<file path="src/rtl/bus_arbiter_8.sv">
// Eight-way round-robin bus arbiter with registered one-hot grant, owner index
// and a hold timer that forces rotation when an owner keeps the bus under contention.
module bus_arbiter_8 #(
  parameter int HOLD_MAX = 15
) (
  input  logic       clk,
  input  logic       reset_n,
  input  logic [7:0] req,
  output logic [7:0] grant,
  output logic [2:0] grant_idx,
  output logic       grant_valid,
  output logic       preempt,
  output logic       state
);

  localparam logic [0:0] IDLE  = 1'b0;
  localparam logic [0:0] GRANT = 1'b1;

  // Saturation point of the hold counter; pinned at 0 when preemption is disabled.
  localparam logic [7:0] HOLD_LAST = (HOLD_MAX == 0) ? 8'd0 : 8'(HOLD_MAX - 1);

  // Handshake: req[i] is a level held by requester i until it is done; grant[i]
  // is the registered answer and stays high while req[i] stays high, unless the
  // hold timer hands the bus to another waiting requester.

  logic [0:0] state_q, state_d;
  logic [2:0] owner_q, owner_d;
  logic [2:0] last_q, last_d;
  logic [7:0] hold_q, hold_d;
  logic [7:0] grant_q;
  logic       preempt_q, preempt_d;
  logic [7:0] others;
  logic [3:0] pick_all, pick_oth;

  // Returns {found, index} of the first set bit at or after start, wrapping 7->0.
  function automatic logic [3:0] rr_pick(input logic [7:0] mask, input logic [2:0] start);
    logic [3:0] r;
    logic [2:0] idx;
    r = 4'b0;
    for (int i = 7; i >= 0; i--) begin
      idx = start + 3'(i);
      if (mask[idx]) r = {1'b1, idx};
    end
    return r;
  endfunction

  always_comb begin
    state_d   = state_q;
    owner_d   = owner_q;
    last_d    = last_q;
    hold_d    = hold_q;
    preempt_d = 1'b0;
    others    = req & ~(8'b1 << owner_q);
    pick_all  = rr_pick(req, last_q + 3'd1);
    pick_oth  = rr_pick(others, last_q + 3'd1);
    case (state_q)
      IDLE: begin
        if (pick_all[3]) begin
          state_d = GRANT;
          owner_d = pick_all[2:0];
          last_d  = pick_all[2:0];
          hold_d  = 8'd0;
        end
      end
      default: begin
        if (!req[owner_q]) begin
          if (pick_oth[3]) begin
            owner_d = pick_oth[2:0];
            last_d  = pick_oth[2:0];
            hold_d  = 8'd0;
          end else begin
            state_d = IDLE;
            owner_d = 3'd0;
            hold_d  = 8'd0;
          end
        end else if ((HOLD_MAX != 0) && (hold_q == HOLD_LAST) && pick_oth[3]) begin
          owner_d   = pick_oth[2:0];
          last_d    = pick_oth[2:0];
          hold_d    = 8'd0;
          preempt_d = 1'b1;
        end else if (hold_q != HOLD_LAST) begin
          hold_d = hold_q + 8'd1;
        end
      end
    endcase
  end

  always_ff @(posedge clk or negedge reset_n) begin
    if (!reset_n) begin
      state_q   <= IDLE;
      owner_q   <= 3'd0;
      last_q    <= 3'd7;
      hold_q    <= 8'd0;
      grant_q   <= 8'd0;
      preempt_q <= 1'b0;
    end else begin
      state_q   <= state_d;
      owner_q   <= owner_d;
      last_q    <= last_d;
      hold_q    <= hold_d;
      grant_q   <= (state_d == GRANT) ? (8'b1 << owner_d) : 8'd0;
      preempt_q <= preempt_d;
    end
  end

  assign grant       = grant_q;
  assign grant_idx   = owner_q;
  assign grant_valid = (state_q == GRANT);
  assign preempt     = preempt_q;
  assign state       = state_q;

endmodule

</file>
<file path="config.mk">
export PLATFORM = sky130hd
export DESIGN_NAME = bus_arbiter_8
export DESIGN_NICKNAME = d
export VERILOG_FILES = /design/src/rtl/bus_arbiter_8.sv
export SDC_FILE = /design/constraint.sdc
export NUM_CORES = 1
export LEC_CHECK = 0
export ABC_CLOCK_PERIOD_IN_PS = 4950
export BUFFER_PORTS_ARGS = -buffer_cell sky130_fd_sc_hd__clkbuf_2
export CAP_MARGIN = 40
export CORE_UTILIZATION = 55
export DETAILED_ROUTE_END_ITERATION = 8
export PLACE_DENSITY = 0.71
export SYNTH_ARGS = -nofsm -noshare
export SYNTH_HDL_FRONTEND = slang
export SYNTH_SLANG_ARGS = --single-unit
</file>
<file path="constraint.sdc">
create_clock -name clk -period 4.95 [get_ports clk]
set_input_delay 0.495 -clock clk [delete_from_list [all_inputs] [get_ports clk]]
set_output_delay 0.495 -clock clk [all_outputs]
set_load 0.01 [all_outputs]
</file>
**After elaboration in Yosys (flattened, before gate mapping)**

Cells that the tools add are included.

- Multipliers: 0
- Divide/modulo/power cells: 0
- Reductions and logical operators: 4
- Add/subtract/negate cells: 9
- Bitwise operators: 2
- Order comparisons: 9
- Multiplexer cells: 73
- Equal/unequal tests: 5
- Shifts and indexed selects: 2

Operators by type and width:

| kind | number |
|---|---|
| 2-to-1 mux 4 bit | 16 |
| binary-select mux 1 bit (select 3 bit) | 17 |
| 2-to-1 mux 8 bit | 6 |
| less-than comparator 3 x 4 -> 1 bit (second input constant) | 9 |
| 2-to-1 mux 3 bit | 10 |
| 2-to-1 mux 1 bit | 24 |
| left shift 1 x 3 -> 8 bit (first input constant) | 2 |
| adder 3 bit (second input constant) | 4 |
| adder 8 x 1 -> 8 bit (second input constant) | 1 |
| AND 8 bit | 1 |
| equality test 8 x 4 -> 1 bit (second input constant) | 1 |
| != test 8 x 4 -> 1 bit (second input constant) | 1 |
| inverter 8 bit | 1 |
| adder 3 x 1 -> 3 bit (second input constant) | 2 |
| adder 3 x 2 -> 3 bit (second input constant) | 2 |
| != test 4 x 2 -> 1 bit (second input constant) | 1 |
| != test 3 x 1 -> 1 bit (second input constant) | 1 |
| != test 3 x 2 -> 1 bit (second input constant) | 1 |
| AND reduction 3 bit | 1 |
| AND reduction 2 bit | 1 |
| nonzero test 2 bit | 1 |
| logical AND 1 bit | 1 |

- Input bits: 10
- Latch bits: 0
- Bits in read-only memories: 0
- Memories: 0
- Bits in writable memories: 0
- Flip-flop bits (word level): 24

**Depth between registers and ports, before layout**

- Depth in word-level cells: 19
- Depth in mapped cells: 18
- Gate-level depth less buffers: 11

**Worst setup path before layout**

OpenSTA, ideal clock, no wires.

- Path type: register -> register
- Start point: register last_q[0]
- End point: register grant_q[4], in the netlist grant[4]
- Path buffers: 4
- Arrival time: 4.133 ns
- Library setup time: 0.095 ns
- Cell stages (with the launch flop): 16
- Slack: 0.722 ns
- Cell sequence: dfstp_2 > buf_2 > buf_2 > clkinv_1 > clkbuf_1 > ha_1 > buf_2 > xnor2_1 > o221ai_1 > a2111oi_0 > a311oi_1 > o31ai_4 > o2bb2ai_1 > o2bb2ai_2 > inv_2 > nor4b_2

- Cells in the longest elaborated chain, start to end: 18
- Elaborated cells on any way between the ends: 68
- Classes of those cells: add/sub: 8; shift: 1; mux: 58; reduce/logical: 1

Ends and longest elaborated chain:

| element | RTL line | source |
|---|---|---|
| start: declaration | 28 | `logic [2:0] last_q, last_d;` |
| start signal: assignment | 99 | `last_q <= last_d;` |
| adder 3 x 1 -> 3 bit * | 54, 55 |  |
| adder 3 bit | 41 | `idx = start + 3'(i);` |
| binary-select mux 1 bit (select 3 bit) | 42 | `if (mask[idx]) r = {1'b1, idx};` |
| 2-to-1 mux 1 bit (not written as such) | 42 |  |
| 2-to-1 mux 4 bit (8 in a row) | 42 |  |
| logical AND 1 bit | 76 | `end else if ((HOLD_MAX != 0) && (hold_q == HOLD_LAST) && pick_oth[3]) begin` |
| 2-to-1 mux 3 bit | 76 |  |
| 2-to-1 mux 3 bit | 66 | `if (!req[owner_q]) begin` |
| 2-to-1 mux 3 bit * | 56 | `case (state_q)` |
| net owner_d[1] | 27 | `logic [2:0] owner_q, owner_d;` |
| left shift 1 x 3 -> 8 bit * | 101 | `grant_q <= (state_d == GRANT) ? (8'b1 << owner_d) : 8'd0;` |
| 2-to-1 mux 8 bit * | 101 |  |
| end signal: assignment | 101 |  |
| end: declaration | 30 | `logic [7:0] grant_q;` |

The timed path passes the listed nets; every way through them passes the cells marked *. The select of a mux whose other input is x is not followed.
A chain may end at the register's enable or synchronous reset.

**Final worst setup path**

- Start point: register last_q[0]
- End point: register grant_q[4], in the netlist grant[4]

- Cells in the longest elaborated chain, start to end: 18
- Elaborated cells on any way between the ends: 68
- Classes of those cells: add/sub: 8; shift: 1; mux: 58; reduce/logical: 1

Ends and longest elaborated chain:

| element | RTL line |
|---|---|
| adder 3 x 1 -> 3 bit * | 54, 55 |
| adder 3 bit | 41 |
| binary-select mux 1 bit (select 3 bit) | 42 |
| 2-to-1 mux 1 bit (not written as such) | 42 |
| 2-to-1 mux 4 bit (8 in a row) | 42 |
| logical AND 1 bit | 76 |
| 2-to-1 mux 3 bit | 76 |
| 2-to-1 mux 3 bit | 66 |
| 2-to-1 mux 3 bit | 56 |
| left shift 1 x 3 -> 8 bit | 101 |
| 2-to-1 mux 8 bit * | 101 |

Every way passes the cells marked *; elsewhere a longest branch is shown, timed or not. The select of a mux whose other input is x is not followed.

==> impl_metrics.env <==
export IMPL_synth_cell_area_mm2=0.003621
export IMPL_syn_inst=414
export IMPL_floorplan_die_area_mm2=0.006912
export IMPL_cts_sinks=24
export IMPL_rsz0062_at_grt="no"
export IMPL_startpoint_type="register"
export IMPL_cts_buffers=3
export IMPL_die_h_um=83.14
export IMPL_ys_seq_area_share_pct=16.69
export IMPL_post_cts_resized=0
export IMPL_ys_flop_type="dfrtp_1"
export IMPL_synthArstFlopShare_pct=100.0
export IMPL_antenna_cells=0
export IMPL_post_cts_buffers=0
export IMPL_avgRoutedWirePerCell_um=21.59
export IMPL_status="finished clean"
export IMPL_dpl_hpwl_mm=7.616
export IMPL_hp_class="in -> async"
export IMPL_portBuffers=23
export IMPL_setup_viol=0
export IMPL_routed_via_density=7.361
export IMPL_grt_overflow=0
export IMPL_grt_usage_pct=30.58
export IMPL_clk_pin_slew_ps=90
export IMPL_drtIter0Drc=390
export IMPL_avgSynthCellArea_um2=8.746
export IMPL_ios=24
export IMPL_start_util_pct=57.02
export IMPL_insertion_delay_ps=270
export IMPL_worstPathMaxFanout=21
export IMPL_cap_violations=0
export IMPL_coreArea_mm2=0.006350
export IMPL_cts_tree="done"
export IMPL_dp_cells=481
export IMPL_vias=3570
export IMPL_yosysUniqueCellTypes=82
export IMPL_grt_max_degree=32
export IMPL_drtPass1Iterations=5
export IMPL_root_buffer="clkbuf_8"
export IMPL_yosysWarnings=0
export IMPL_ant_nets=0
export IMPL_finalCriticalPeriod_ps=4316
export IMPL_final_cells=485
export IMPL_crit_arrival_ps=4500
export IMPL_num_nets_final=423
export IMPL_worstPathRequired_ps=5140
export IMPL_drv_slew=0
export IMPL_rows=29
export IMPL_tightest_slew_ps=882.6
export IMPL_critical_path_class="reg -> reg"
export IMPL_fin_crit_sh_pct=87.19
export IMPL_max_freq_mhz=231.7
export IMPL_wl_mm=10.47
export IMPL_post_route_util_pct=59.45
export IMPL_syn2layout_area_growth_pct=4.250
export IMPL_antenna_found_initial=0
export IMPL_layout_drive_gt1_share_pct=22.79
export IMPL_ff2ff_setup_slack_ps=630
export IMPL_cp_end_kind="register"
export IMPL_hold_violations=0
export IMPL_fillers=563
export IMPL_cts_buffer_depth=2
export IMPL_ys_ff_latch=24
export IMPL_holdWs_ps=209.2
export IMPL_skew_ps=8.531
export IMPL_synth_edf_count=0
export IMPL_remaining_drc_errors=0
export IMPL_setup_tns_ps=0
export IMPL_die_w_um=83.14
export IMPL_grt_pass1_vias=3334
export IMPL_htreeDepth=1
export IMPL_postCtsHoldBufs=0
export IMPL_slew_headroom_pct=40.74
export IMPL_synth_nets=428
export IMPL_place_congestion=0.9961
export IMPL_grt_pass1_wl_mm=17.24
## state kept, by name, summed over array words and instances (netlist names)
register and count:
preempt 1, hold_q 8, grant 8, grant_valid 1, last_q 3, grant_idx 3
## stage by stage
step	worst slack (ps)	cell area (um^2)
global placement	863.1	3720
global route	205.0	3775
floorplan	721.8	3621
CTS	740.6	3775
detailed placement	738.8	3720
finish	634.3	3775
## path summary, 6_finish.rpt
kind | startpoint | to | cells past startpoint
max | last_q[0] | grant[4] | 11
min | reset_n | grant[4] | 1
max reg2reg | last_q[0] | grant[4] | 11
min reg2reg | last_q[1] | last_q[1] | 2
max in group asynchronous | reset_n | grant_idx[0] | 1
min in group clk | last_q[1] | last_q[1] | 2
## synth_stat cells, types with 9 or more instances
| cell type | n | share of area, % |
|---|---|---|
| nand2_1 | 32 | 3.3 |
| nor2_1 | 26 | 2.7 |
| mux4_2 | 25 | 16 |
| clkbuf_1 | 23 | 2.4 |
| dfrtp_1 | 21 | 15 |
| buf_2 | 17 | 2.3 |
| nand3_1 | 16 | 2.2 |
| mux2i_1 | 15 | 4.1 |
| nor3_1 | 15 | 2.1 |
| o21ai_0 | 14 | 1.9 |
| a21oi_1 | 13 | 1.8 |
| inv_1 | 11 | 1.1 |
| mux2_2 | 11 | 3.4 |
| o221ai_1 | 11 | 2.7 |
| nand2b_1 | 9 | 1.6 |
| o22ai_1 | 9 | 1.6 |
| xnor2_1 | 9 | 2.2 |
## cells by family after synthesis
logic type	Yosys count	synth area share [%]
flip-flops	24	16.69
buffers and inverters	57	6.703
AND/OR/NAND/NOR	144	21.70
XOR/XNOR	13	4.631
AO/OA/AOI/OAI	121	25.78
multiplexers	51	23.12
adder cells (fa/ha/maj)	4	1.382
## critical path: stages (launching register included)
cell and delay, ps:
dfstp_2 830, clkinv_1 180, ha_2 430, buf_4 290, clkinv_1 500, and4_1 410, o41a_1 380, o22ai_1 220
nor4_1 110, a21oi_1 250, o311a_1 370, nor4b_2 240
## layer usage
metal / part of all wire, % / global-route usage (%) / wire [um] / up-vias
li1: - / - / - / 1621
met5: 0 / 0 / 0 / -
met4: 2.7 / 9.875 / 284 / 0
met2: 46 / 47.09 / 4805 / 176
met3: 6.9 / 3.181 / 723 / 28
met1: 44 / 45.20 / 4657 / 1745
## cell type report
cell class / instances / area [um^2] / area share (%)
repair buffers: 33 / 190.2 / 5.038
multi-input cells: 333 / 2776 / 73.55
inverters: 14 / 52.55 / 1.392
flip-flops and latches: 24 / 604.3 / 16.01
clock buffers: 4 / 55.05 / 1.458
well taps: 77 / 96.34 / 2.552
## layout by cell type (no fill, tap or decap), types with 13 or more instances in the layout
cell / instances
a21oi_1: 13
clkbuf_2: 23
dfrtp_1: 21
mux2i_1: 15
mux4_2: 25
nand2_1: 32
nand3_1: 16
nor2_1: 26
nor3_1: 15
o21ai_0: 14
Power is left out: the tool's default activity adds up to more than one toggle a clock period on the data nets, which glitch-free logic cannot reach.
